==> src/rtl/bit_permute_pkg.sv <==
// rtl/bit_permute_pkg.sv - shared types and helpers for the runtime bit permuter
// Contents: clog2 for index widths, commit FSM state enum, identity-map entry helper.
package bit_permute_pkg;

  typedef enum logic {
    ACTIVE      = 1'b0,
    COMMIT_WAIT = 1'b1
  } state_e;

  // Widest map index the identity helper can return; truncated to IDX_W at use.
  localparam int MAX_IDX_W = 16;

  function automatic int clog2(input int value);
    int r;
    r = 0;
    for (int x = value - 1; x > 0; x = x >> 1) begin
      r = r + 1;
    end
    return r;
  endfunction

  // Entry k of the identity map selects input bit k.
  function automatic logic [MAX_IDX_W-1:0] identity_sel(input int k);
    return MAX_IDX_W'(k);
  endfunction

endpackage

==> src/rtl/bit_permute_map.sv <==
// rtl/bit_permute_map.sv - shadow/active double-buffered permutation map
// Ports:
//   clk, rst      : clock, asynchronous active-high reset (both maps -> identity)
//   wr_en         : write shadow[wr_addr] = wr_sel (caller has range-checked)
//   wr_addr       : output bit position being written
//   wr_sel        : input bit that drives that output position
//   copy          : copy shadow to active at this edge
//   active_flat   : active map, entry k in bits [k*IDX_W +: IDX_W]
module bit_permute_map
  import bit_permute_pkg::*;
#(
  parameter int DATA_WIDTH = 32,
  parameter int IDX_W      = 5
) (
  input  logic                        clk,
  input  logic                        rst,
  input  logic                        wr_en,
  input  logic [IDX_W-1:0]            wr_addr,
  input  logic [IDX_W-1:0]            wr_sel,
  input  logic                        copy,
  output logic [DATA_WIDTH*IDX_W-1:0] active_flat
);

  logic [IDX_W-1:0] shadow_q [DATA_WIDTH];
  logic [IDX_W-1:0] shadow_d [DATA_WIDTH];
  logic [IDX_W-1:0] active_q [DATA_WIDTH];
  logic [IDX_W-1:0] active_d [DATA_WIDTH];

  // The copy reads shadow_q, so a write in the same cycle lands in shadow only.
  always_comb begin
    for (int k = 0; k < DATA_WIDTH; k++) begin
      active_d[k] = copy ? shadow_q[k] : active_q[k];
      shadow_d[k] = (wr_en && (wr_addr == IDX_W'(k))) ? wr_sel : shadow_q[k];
    end
  end

  always_ff @(posedge clk or posedge rst) begin
    if (rst) begin
      for (int k = 0; k < DATA_WIDTH; k++) begin
        shadow_q[k] <= IDX_W'(identity_sel(k));
        active_q[k] <= IDX_W'(identity_sel(k));
      end
    end else begin
      shadow_q <= shadow_d;
      active_q <= active_d;
    end
  end

  for (genvar g = 0; g < DATA_WIDTH; g++) begin : g_flat
    assign active_flat[g*IDX_W +: IDX_W] = active_q[g];
  end

endmodule

==> src/rtl/bit_permute_pipe.sv <==
// rtl/bit_permute_pipe.sv - runtime-programmable registered bit permuter
// Ports:
//   clk, rst            : clock, asynchronous active-high reset
//   perm_en             : 1 = permute through active map, 0 = pass through
//   in_valid/in_ready   : input handshake, in_data is the input word
//   out_valid/out_ready : output handshake, out_data is the registered result
//   cfg_we/addr/sel     : write shadow[cfg_addr] = cfg_sel
//   cfg_commit          : request shadow -> active copy
//   cfg_busy            : commit pending while the output drains
//   cfg_err             : one-cycle pulse after an out-of-range write
module bit_permute_pipe
  import bit_permute_pkg::*;
#(
  parameter  int DATA_WIDTH   = 32,
  parameter  bit COMMIT_DRAIN = 1'b1,
  localparam int IDX_W        = clog2(DATA_WIDTH)
) (
  input  logic                  clk,
  input  logic                  rst,
  input  logic                  perm_en,
  input  logic                  in_valid,
  output logic                  in_ready,
  input  logic [DATA_WIDTH-1:0] in_data,
  output logic                  out_valid,
  input  logic                  out_ready,
  output logic [DATA_WIDTH-1:0] out_data,
  input  logic                  cfg_we,
  input  logic [IDX_W-1:0]      cfg_addr,
  input  logic [IDX_W-1:0]      cfg_sel,
  input  logic                  cfg_commit,
  output logic                  cfg_busy,
  output logic                  cfg_err
);

  state_e                  state_q, state_d;
  logic                    out_valid_q, out_valid_d;
  logic [DATA_WIDTH-1:0]   out_data_q, out_data_d;
  logic                    cfg_err_q, cfg_err_d;
  logic [DATA_WIDTH*IDX_W-1:0] active_flat;
  logic [DATA_WIDTH-1:0]   perm_data;
  logic                    accept;
  logic                    copy;
  logic                    wr_ok;

  assign in_ready = (state_q == ACTIVE) && (!out_valid_q || out_ready);
  assign accept   = in_valid && in_ready;
  // IDX_W can address more positions than DATA_WIDTH when it is not a power of two.
  assign wr_ok    = cfg_we && (int'(cfg_addr) < DATA_WIDTH) && (int'(cfg_sel) < DATA_WIDTH);

  bit_permute_map #(
    .DATA_WIDTH (DATA_WIDTH),
    .IDX_W      (IDX_W)
  ) u_map (
    .clk         (clk),
    .rst         (rst),
    .wr_en       (wr_ok),
    .wr_addr     (cfg_addr),
    .wr_sel      (cfg_sel),
    .copy        (copy),
    .active_flat (active_flat)
  );

  // Uses the map as it stands this cycle, so a word accepted on a swap edge sees the old map.
  always_comb begin
    perm_data = '0;
    for (int k = 0; k < DATA_WIDTH; k++) begin
      perm_data[k] = perm_en ? in_data[active_flat[k*IDX_W +: IDX_W]] : in_data[k];
    end
  end

  always_comb begin
    state_d     = state_q;
    copy        = 1'b0;
    out_valid_d = out_valid_q;
    out_data_d  = out_data_q;
    cfg_err_d   = cfg_we && !wr_ok;

    if (accept) begin
      out_valid_d = 1'b1;
      out_data_d  = perm_data;
    end else if (out_ready) begin
      out_valid_d = 1'b0;
    end

    case (state_q)
      ACTIVE: begin
        if (cfg_commit) begin
          if (!COMMIT_DRAIN || (!out_valid_q && !accept)) begin
            copy = 1'b1;
          end else begin
            state_d = COMMIT_WAIT;
          end
        end
      end
      COMMIT_WAIT: begin
        // Input is stalled here, so the output register only empties or holds.
        if (!out_valid_q || out_ready) begin
          copy    = 1'b1;
          state_d = ACTIVE;
        end
      end
      default: state_d = ACTIVE;
    endcase
  end

  always_ff @(posedge clk or posedge rst) begin
    if (rst) begin
      state_q     <= ACTIVE;
      out_valid_q <= 1'b0;
      out_data_q  <= '0;
      cfg_err_q   <= 1'b0;
    end else begin
      state_q     <= state_d;
      out_valid_q <= out_valid_d;
      out_data_q  <= out_data_d;
      cfg_err_q   <= cfg_err_d;
    end
  end

  assign out_valid = out_valid_q;
  assign out_data  = out_data_q;
  assign cfg_err   = cfg_err_q;
  assign cfg_busy  = (state_q == COMMIT_WAIT);

endmodule

==> config.mk <==
export PLATFORM = sky130hd
export DESIGN_NAME = bit_permute_pipe
export DESIGN_NICKNAME = d
export VERILOG_FILES = /design/src/rtl/bit_permute_pkg.sv /design/src/rtl/bit_permute_map.sv /design/src/rtl/bit_permute_pipe.sv
export SDC_FILE = /design/constraint.sdc
export NUM_CORES = 1
export LEC_CHECK = 0
export BUFFER_PORTS_ARGS = -buffer_cell sky130_fd_sc_hd__buf_2
export CORE_AREA = 2 2 305 307
export DETAILED_ROUTE_END_ITERATION = 12
export DIE_AREA = 0 0 307 309
export GPL_TIMING_DRIVEN = 0
export PLACE_DENSITY = 0.42
export SYNTH_ARGS = -nofsm -noshare
export SYNTH_HDL_FRONTEND = slang
export SYNTH_SLANG_ARGS = --single-unit
==> constraint.sdc <==
create_clock -name clk -period 19.3 [get_ports clk]
set_clock_uncertainty 0.15 [all_clocks]
set_input_delay 1.93 -clock clk [delete_from_list [all_inputs] [get_ports clk]]
set_output_delay 1.93 -clock clk [all_outputs]
set_load 0.05 [all_outputs]
Word level (Yosys, flattened, before mapping)

Index checks and enable logic that the tools add are counted.

Input bits: 49
Register bits: 354
Output and inout port bits: 36

Reductions and logical operators: 40
Muxes and demuxes: 106
Equal/unequal tests: 31
$lt $le $gt $ge: 32
Bitwise logic cells: 1

Operators by type and width:

| operator                                                    | number |
|---|---|
| less-than comparator 5 x 6 -> 1 bit (second input constant) | 32 |
| binary-select mux 1 bit (select 5 bit)                      | 32 |
| equality test 5 bit (second input constant)                 | 16 |
| 2-to-1 mux 1 bit                                            | 72 |
| equality test 5 x 4 -> 1 bit (second input constant)        | 8 |
| logical AND 1 bit                                           | 35 |
| equality test 5 x 3 -> 1 bit (second input constant)        | 4 |
| equality test 5 x 2 -> 1 bit (second input constant)        | 2 |
| equality test 5 x 1 -> 1 bit (second input constant)        | 1 |
| logical NOT 5 bit                                           | 1 |
| case mux 1 bit (2 select lines)                             | 2 |
| logical NOT 1 bit                                           | 2 |
| nonzero test 2 bit                                          | 1 |
| logical OR 1 bit                                            | 1 |
| NOT 1 bit                                                   | 1 |

Logic depth before layout (Yosys ltp)

Gate-level depths: netlist of the first run.

Depth after elaboration: 9
Gate-level depth with buffers: 7

Hierarchy

Synthesis of the first run repeated with hierarchy kept, for this count alone.

Cells, all modules: 1560
Area, all modules: 22545.4 um2

Modules (own cells, without submodules):

| module           | instances | area an instance (um2) | sequential area each (um2) | cells an instance |
|---|---|---|---|---|
| bit_permute_map  | 1         | 12235.5                | 8207.9                     | 722 |
| bit_permute_pipe | 1         | 10309.9                | 850.8                      | 838 |

Worst setup path before layout of the first run

OpenSTA, ideal clock, no wires.

Kind: input to output
From: input out_ready
To: output in_ready
Path slack: 14.259 ns
Cell stages on the path: 4
Required time: 17.220 ns
Arrival: 2.961 ns
Cell sequence: nand2b_1 buf_2 buf_1 and2_1

Longest elaborated chain between the ends: 2

Ends and longest elaborated chain:

| element           | line                   | source |
|---|---|---|
| start, declared   | bit_permute_pipe.sv:25 | `input logic out_ready,` |
| logical OR 1 bit  | bit_permute_pipe.sv:45 | `assign in_ready = (state_q == ACTIVE) && (!out_valid_q \|\| out_ready);` |
| logical AND 1 bit | bit_permute_pipe.sv:45 |  |
| end, declared     | bit_permute_pipe.sv:22 | `output logic in_ready,` |

No other way between the ends.

Worst setup path after layout of the first run

Same ends and word-level chain as after synthesis.

==> metrics.yaml, run 1 <==
routing:
  ant_nets: 0
  drc: 0
  wire_per_inst_um: 29.5
  dr.pass1.iters: 5
  via_count: 17400
  finalWirelength_um: 92500
  drt_iter0_markers: 1727
  via_per_inst: 5.54
timing:
  hold_viol_final: 0
  fin_crit_sh: 0.280
  tns_ps: 0
  slew_viol_final: 0
  max_freq_mhz: 185
  fin_crit_ps: 5410
  tightest_slew_ps: 1310
  setup_violations: 0
  rsz0062_at_grt: "false"
  relSlewSlack: 0.121
power_and_ir_drop:
  power.density_nw_per_um2: 143
  ir_drop_v: 0.0000542
  p_leak_nw: 10.3
global_route:
  antenna_found_initial: 12
  grt_usage: 0.194
  grt_pass1_wl_um: 133000
  grt_pass1_vias: 17800
  grt_overflow: 0
  grt_max_degree: 124
cts:
  cts_resized: 0
  clock_sinks: 354
  htreeDepth: 2
  root_buffer: "clkbuf_16"
  cts_buffer_depth: 3
  cts_tree: "done"
  clock_latency_ps: 600
  clkTransAtPathRegs_ps: 60
  postCtsSetupBuffers: 0
  cts_buffers: 45
  ctsHoldBuffers: 0
synthesis:
  yosys-top-cells-count: "mux2_2 (350), mux4_2 (253), dfrtp_1 (194), dfstp_2 (160), clkbuf_1 (145)"
  ys_types: 36
  syn_area_um2: 23600
  synth_nets: 1824
  synth.top_cells.by_area: "mux4_2 (24%), dfrtp_1 (21%), dfstp_2 (18%), mux2_2 (17%), mux2i_1 (2.5%)"
  ys_async_sr_fraction: 1.00
  synth-main-ff-cell: "dfrtp_1"
  yosys.area.top_type_share: 0.241
  ys_warn_count: 0
  synth-seq-cells: 354
  synth.most_common_cell: "mux2_2"
  synth_edf_count: 0
  synthCells: 1775
  seq_area_frac_synth: 0.384
  syn_avg_cell_area_um2: 13.3
  yosysTopAreaCell: "mux4_2"
setup_path:
  cp-start-kind: "input port"
  crit_type: "input port to output pin"
  crit_required_ps: 17220
  arrival_ps: 3330
  reg2reg_slack_ps: 16100
  critPathCaptureType: "output pin"
  cp_max_fo: 10
floorplan:
  core_area_um2: 91400
  floorplan.initialDensity: 0.258
  die_x_um: 307
  num_rows: 111
  ioPinCount: 85
  die_y_um: 309
  die_area_um2: 94900
placement:
  dpl.hpwl_um: 64000
  io_buffers: 81
  gp_congestion: 0.887
  post_dp_cell_area_um2: 25600
worst_hold_path:
  hold_class: "flip-flop to flip-flop"
outcome:
  run_status: "finished clean"
layout:
  final_nets: 1957
  area_growth_pct: 15.2
  design_area_um2: 27200
  drive_gt1_frac: 0.525
run:
  drv_cap: 0
-- logic make-up (layout without fill, tap and decap cells) --
| family | after synthesis | after routing | synth area share |
|---|---|---|---|
| AOI/OAI and AO/OA | 154 | 154 | 0.0517 |
| buffers and inverters | 290 | 460 | 0.0518 |
| DFF | 354 | 354 | 0.384 |
| muxes | 670 | 670 | 0.442 |
| other | 1 | 6 | 0.000159 |
| and+or+nand+nor | 306 | 306 | 0.0709 |
-- per-layer routing --
| layer | vias to the layer above | global-route usage | wire, um |
|---|---|---|---|
| li1 | 7098 | - | - |
| met2 | 915 | 0.299 | 41100 |
| met5 | - | 0 | 67 |
| met1 | 9128 | 0.264 | 39500 |
| met3 | 227 | 0.0512 | 8340 |
| met4 | 10 | 0.0698 | 3510 |
-- flip-flops by register name, summed over array words and instances (netlist names) --
register	flops
out_valid	1
u_map.shadow_q	160
u_map.active_flat	160
out_data	32
cfg_busy	1
-- layout make-up --
type / count / area, um^2
clock buffers: 65 / 1300
inverters: 35 / 139
repair buffers: 86 / 507
plain buffers: 255 / 1090
fillers: 9278 / 64200
diodes: 5 / 12.5
well taps: 1186 / 1480
flip-flops and latches: 354 / 9060
multi-input cells: 1131 / 13300
clock inverters: 19 / 263
-- path summary, 6_finish.rpt --
check                                                     start                                 to  cells past startpoint
max in group asynchronous                                   rst           out_data[27]$_DFFE_PP0P_                      5
worst min-delay path            u_map.shadow_q[104]$_DFFE_PP0P_  u_map.active_flat[59]$_DFFE_PP0P_                      1
worst min register to register  u_map.shadow_q[104]$_DFFE_PP0P_  u_map.active_flat[59]$_DFFE_PP0P_                      1
min in group asynchronous                                   rst     u_map.shadow_q[77]$_DFFE_PP0P_                      3
worst max-delay path                                  out_ready                           in_ready                      6
worst max register to register            out_valid$_DFFE_PP0P_   u_map.active_flat[9]$_DFFE_PP0P_                      6
-- critical path: stages --
cell and delay [ps]:
buf_2 70, nand2b_1 150, buf_2 300, buf_1 430, and2_1 190, buf_2 260
-- layout by cell type, fill, tap and decap left out, drive strengths merged, types with 2 or more instances in the layout --
| cell | instances |
|---|---|
| mux2 | 350 |
| mux4 | 260 |
| clkbuf | 226 |
| dfrtp | 194 |
| buf | 180 |
| dfstp | 160 |
| nor2 | 107 |
| nor2b | 65 |
| mux2i | 60 |
| a22o | 60 |
| inv | 37 |
| nand4 | 33 |
| and2 | 31 |
| o2111ai | 30 |
| nor4b | 30 |
| o21ai | 30 |
| a211oi | 30 |
| nand2 | 15 |
| clkinv | 9 |
| nor3 | 7 |
| nor4 | 6 |
| nand2b | 6 |
| diode | 5 |
| bufinv | 5 |
| nand3 | 3 |
| clkinvlp | 3 |
| a2111oi | 2 |
-- power breakdown --
part | internal [mW] | leakage, nW | switching [mW]
clock network | 0.539 | 0.759 | 0.353
logic | 0.903 | 5.46 | 0.865
registers | 1.06 | 4.10 | 0.180
-- metrics by stage --
step,util,power [mW],cells,worst slack (ps),hold slack (ps)
after floorplan,-,2.59,1775,7660,325
after global placement,0.279,2.98,3042,3130,331
after detailed placement,0.280,3.02,3047,13910,337
after CTS,0.297,3.93,3131,13910,336
after global routing,0.297,4.11,3131,13800,362
final,0.298,3.90,3136,13890,341
No activity file was read; power rests on OpenSTA's default activity.
==> run 2: changes to the inputs <==
==> constraint.sdc (replaced) <==
create_clock -name clk -period 5.1 [get_ports clk]
set_clock_uncertainty 0.15 [all_clocks]
set_input_delay 0.51 -clock clk [delete_from_list [all_inputs] [get_ports clk]]
set_output_delay 0.51 -clock clk [all_outputs]
set_load 0.05 [all_outputs]
==> metrics.yaml, run 2 (same netlist as run 1, synthesis figures left out) <==
placement:
  placedCellCount: 3053
  io_buffers: 81
  post_dp_cell_area_um2: 25700
  dpl.hpwl_um: 64400
  gp_congestion: 0.893
timing:
  setup_violations: 0
  max_freq_mhz: 298
  relSlewSlack: 0.0828
  fin_crit_ps: 3360
  tns_ps: 0
  fin_hold_ws_ps: 43.0
  slew_viol_final: 0
  hold_viol_final: 0
  rsz0062_at_grt: "false"
  tightest_slew_ps: 1370
  fin_crit_sh: 0.658
cts:
  cts_buffer_depth: 3
  cts_resized: 0
  clkTransAtPathRegs_ps: 60
  ctsHoldBuffers: 1
  clock_latency_ps: 580
  postCtsSetupBuffers: 0
  htreeDepth: 2
  cts_buffers: 43
  clock_sinks: 354
  cts_tree: "done"
  root_buffer: "clkbuf_16"
setup_path:
  cp_max_fo: 10
  critPathCaptureType: "output pin"
  reg2reg_slack_ps: 1840
  crit_required_ps: 4440
  arrival_ps: 2700
  crit_type: "flip-flop to output pin"
  cp-start-kind: "flip-flop"
floorplan:
  core_area_um2: 91400
  die_area_um2: 94900
  floorplan.initialDensity: 0.258
  die_y_um: 309
  num_rows: 111
  die_x_um: 307
  ioPinCount: 85
layout:
  layout_commonest_cell: "mux2_2"
  final_core_util: 0.297
  final_cell_mix: "mux2_2 (350), mux4_2 (253), dfrtp_1 (194)"
  fin_cells: 3139
  final_nets: 1962
  drive_gt1_frac: 0.526
  area_growth_pct: 14.8
  design_area_um2: 27100
global_route:
  grt_max_degree: 45
  grt_usage: 0.195
  antenna_found_initial: 19
  grt_overflow: 0
  grt_pass1_vias: 17800
  grt_pass1_wl_um: 134000
power_and_ir_drop:
  ir_drop_v: 0.000197
  power.density_nw_per_um2: 534
  p_leak_nw: 10.3
worst_hold_path:
  hold_class: "input port to flip-flop"
routing:
  drt_iter0_markers: 1866
  ant_nets: 0
  wire_per_inst_um: 29.5
  via_count: 17500
  finalWirelength_um: 92600
  dr.pass1.iters: 5
  via_per_inst: 5.59
  drc: 0
outcome:
  run_status: "finished clean"
run:
  drv_cap: 0
-- run 2: cell count changes in the layout (fill, tap and decap cells not counted), sizes merged --
cell	delta
clkbuf	-4
inv	+2
clkinvlp	+2
dlygate4sd3	+1
bufinv	-4
buf	+6
-- run 2: power by group --
part / internal, mW / switching, mW
Combinational: 3.43 / 3.30
Clock: 1.75 / 1.31
Sequential: 4.00 / 0.685
Total: 9.17 / 5.29
-- run 2: cell type report --
| type | count | area (um^2) |
|---|---|---|
| Antenna cell | 5 | 12.5 |
| Timing Repair Buffer | 93 | 608 |
| Clock inverter | 19 | 153 |
| Multi-Input combinational cell | 1131 | 13300 |
| Buffer | 255 | 1090 |
| Inverter | 35 | 135 |
| Clock buffer | 61 | 1230 |
| Sequential cell | 354 | 9060 |
| Tap cell | 1186 | 1480 |
| Fill cell | 9271 | 64300 |
-- run 2: worst max-delay path, cell delays in order, from the launching register on --
cell and delay [ps]:
dfrtp_1 390, inv_1 100, buf_4 210, clkbuf_1 490
buf_1 440, and2_1 190, buf_2 260
-- run 2: worst paths after layout --
kind	end	start	cells past startpoint
setup reg to reg	u_map.active_flat[9]$_DFFE_PP0P_	out_valid$_DFFE_PP0P_	6
max in group asynchronous	u_map.shadow_q[3]$_DFFE_PP1P_	rst	7
hold reg to reg	u_map.active_flat[1]$_DFFE_PP0P_	u_map.shadow_q[156]$_DFFE_PP0P_	1
min in group asynchronous	out_data[11]$_DFFE_PP0P_	rst	3
setup / recovery	in_ready	cfg_busy$_DFF_PP0_	6
hold / removal	cfg_busy$_DFF_PP0_	cfg_commit	3
-- run 2: metrics by stage --
stage                     power [mW]  worst slack, ps
after floorplan                 9.80             -172
after global placement          11.3            -2600
after detailed placement        11.4             1590
after CTS                       14.6             1780
after global routing            15.3             1650
final                           14.5             1740
-- run 2: routing by layer --
metal,track usage,vias up,routed length [um]
met5,0,-,73
met3,0.0520,214,8990
met4,0.0664,12,3360
met2,0.304,941,41900
met1,0.262,9290,38300
li1,-,7089,-
==> run 3: changes to the inputs <==
--- a/config.mk
+++ b/config.mk
@@ -10,7 +10,7 @@
 export DETAILED_ROUTE_END_ITERATION = 12
 export DIE_AREA = 0 0 307 309
 export GPL_TIMING_DRIVEN = 0
-export PLACE_DENSITY = 0.42
+export PLACE_DENSITY = 0.43
 export SYNTH_ARGS = -nofsm -noshare
 export SYNTH_HDL_FRONTEND = slang
 export SYNTH_SLANG_ARGS = --single-unit
==> constraint.sdc (replaced) <==
create_clock -name clk -period 2.95 [get_ports clk]
set_clock_uncertainty 0.15 [all_clocks]
set_input_delay 0.295 -clock clk [delete_from_list [all_inputs] [get_ports clk]]
set_output_delay 0.295 -clock clk [all_outputs]
set_load 0.05 [all_outputs]
==> metrics.yaml, run 3 (same netlist as run 1, synthesis figures left out) <==
outcome:
  run_status: "finished clean"
layout:
  drive_gt1_frac: 0.524
  layout_commonest_cell: "mux2_2"
  area_growth_pct: 15.3
  multi_input_area_um2: 13300
  final_cell_mix: "mux2_2 (350), mux4_2 (253), dfrtp_1 (194)"
  fin_cells: 3140
  regArea_um2: 9060
  final.fill_count: 9256
  final_nets: 1968
setup_path:
  worstPathCellList: "inv_1 > buf_4 > clkbuf_2 > clkbuf_4 > and2_1 > buf_4"
  ff2ff_path_depth: 6
  cp_common_cell: "buf_4"
  cp_max_fo: 10
  path_depth: 6
  arrival_ps: 2400
  critPathCaptureType: "output pin"
  cpLargestDelayFamily: "buffers and inverters"
  crit_required_ps: 2510
  crit_type: "flip-flop to output pin"
  cpMaxStageDelayCell: "dfrtp_1"
  crit_buf_inv: 5
  worst_path_largest_cell_delay_ps: 400
  cp-start-kind: "flip-flop"
floorplan:
  die_area_um2: 94900
  ioPinCount: 85
  die_y_um: 309
  core_area_um2: 91400
  floorplan.initialDensity: 0.258
  die_x_um: 307
  num_rows: 111
cts:
  clkTransAtPathRegs_ps: 50
  htreeDepth: 2
  cts_tree: "done"
  cts_buffer_depth: 3
  clock_latency_ps: 590
  clock_sinks: 354
  postCtsSetupBuffers: 0
  root_buffer: "clkbuf_16"
  cts_buffers: 44
placement:
  place_ws_ps: -321
  io_buffers: 81
  gp_congestion: 0.884
  dpl.hpwl_um: 64500
  placedCellCount: 3052
routing:
  drc: 0
  via_per_inst: 5.62
  dr.pass1.iters: 5
  wire_per_inst_um: 29.4
  finalWirelength_um: 92300
  via_count: 17700
  drt_iter0_markers: 1838
  ant_nets: 0
global_route:
  grt_pass1_vias: 17800
  grt_overflow: 0
  antenna_found_initial: 13
  grt_pass1_wl_um: 133000
  grt_max_degree: 45
  grt_usage: 0.193
timing:
  relSlewSlack: 0.0385
  fin_crit_ps: 2850
  setup_violations: 0
  rsz0062_at_grt: "false"
  fin_crit_sh: 0.965
  worst_slack_ps: 103
  slew_viol_final: 0
  fin_hold_ws_ps: 28.9
  max_freq_mhz: 351
  tightest_slew_ps: 1430
  hold_viol_final: 0
power_and_ir_drop:
  power.density_nw_per_um2: 924
  p_leak_nw: 10.3
  ir_drop_v: 0.000333
worst_hold_path:
  hold_path_depth: 2
  hold_class: "input port to flip-flop"
run:
  drv_cap: 0
==> run 3: cell types whose count changed in the layout (fill, tap and decap cells not counted), sizes merged <==
cell           before  now
dlygate4sd3         1    6
inv                39   34
buf               186  185
clkbuf            222  227
clkinv              9    8
clkinvlp            5    3
bufinv              1    3
clkdlybuf4s15       0    1
diode               5    2
==> run 3: layout make-up <==
cell class	instances	area share
Inverter	35	0.00497
Antenna cell	2	0.000184
Clock buffer	66	0.0469
Clock inverter	13	0.00547
Tap cell	1186	0.0545
Timing Repair Buffer	98	0.0245
Buffer	255	0.0407
Multi-Input combinational cell	1131	0.490
Sequential cell	354	0.333
==> run 3: worst paths after layout <==
kind                                                 start                            endpoint  slack [ps]
setup / recovery                        cfg_busy$_DFF_PP0_                            in_ready         100
hold reg to reg            u_map.shadow_q[109]$_DFFE_PP0P_   u_map.active_flat[54]$_DFFE_PP0P_         350
min in group asynchronous                              rst      u_map.shadow_q[94]$_DFFE_PP0P_         170
setup reg to reg                     out_valid$_DFFE_PP0P_    u_map.active_flat[9]$_DFFE_PP0P_         120
max in group asynchronous                              rst  u_map.active_flat[157]$_DFFE_PP1P_        1000
hold / removal                                  cfg_sel[2]       u_map.shadow_q[2]$_DFFE_PP1P_          30
==> run 3: power breakdown <==
part | total (mW) | switching (mW) | leakage (nW) | internal [mW]
Sequential | 8.09 | 1.18 | 4.10 | 6.91
Clock | 5.45 | 2.21 | 0.696 | 3.24
Combinational | 11.6 | 5.67 | 5.54 | 5.94
==> run 3: worst reg2reg max path: cells and delay by family (launching register included) <==
family	cells	cell delay, ps
buf+inv	3	1100
compound gates	1	570
mux	1	390
flops	1	380
simple gates	1	120
==> run 3: routing by layer <==
layer | routed length (um) | up-vias | track usage
met4 | 3420 | 14 | 0.0645
met3 | 8450 | 230 | 0.0450
met5 | 85 | - | 0
met2 | 41600 | 961 | 0.305
met1 | 38800 | 9325 | 0.261
li1 | - | 7127 | -
==> run 3: metrics by stage <==
step                power, mW  setup TNS (ps)  utilization  instance area [um^2]
floorplan                16.9         -545130            -                 23600
global placement         19.5        -1347430        0.279                 25500
detailed placement       19.7          -21090        0.281                 25700
CTS                      25.3               0        0.297                 27200
global route             26.5               0        0.298                 27200
finish                   25.1               0        0.298                 27200
==> run 3: what timing repair did <==
item                       CTS  global route
hold buffers                 6             0
setup endpoints to repair  101             6
hold endpoints to repair    37             0
gates resized for setup      5             3
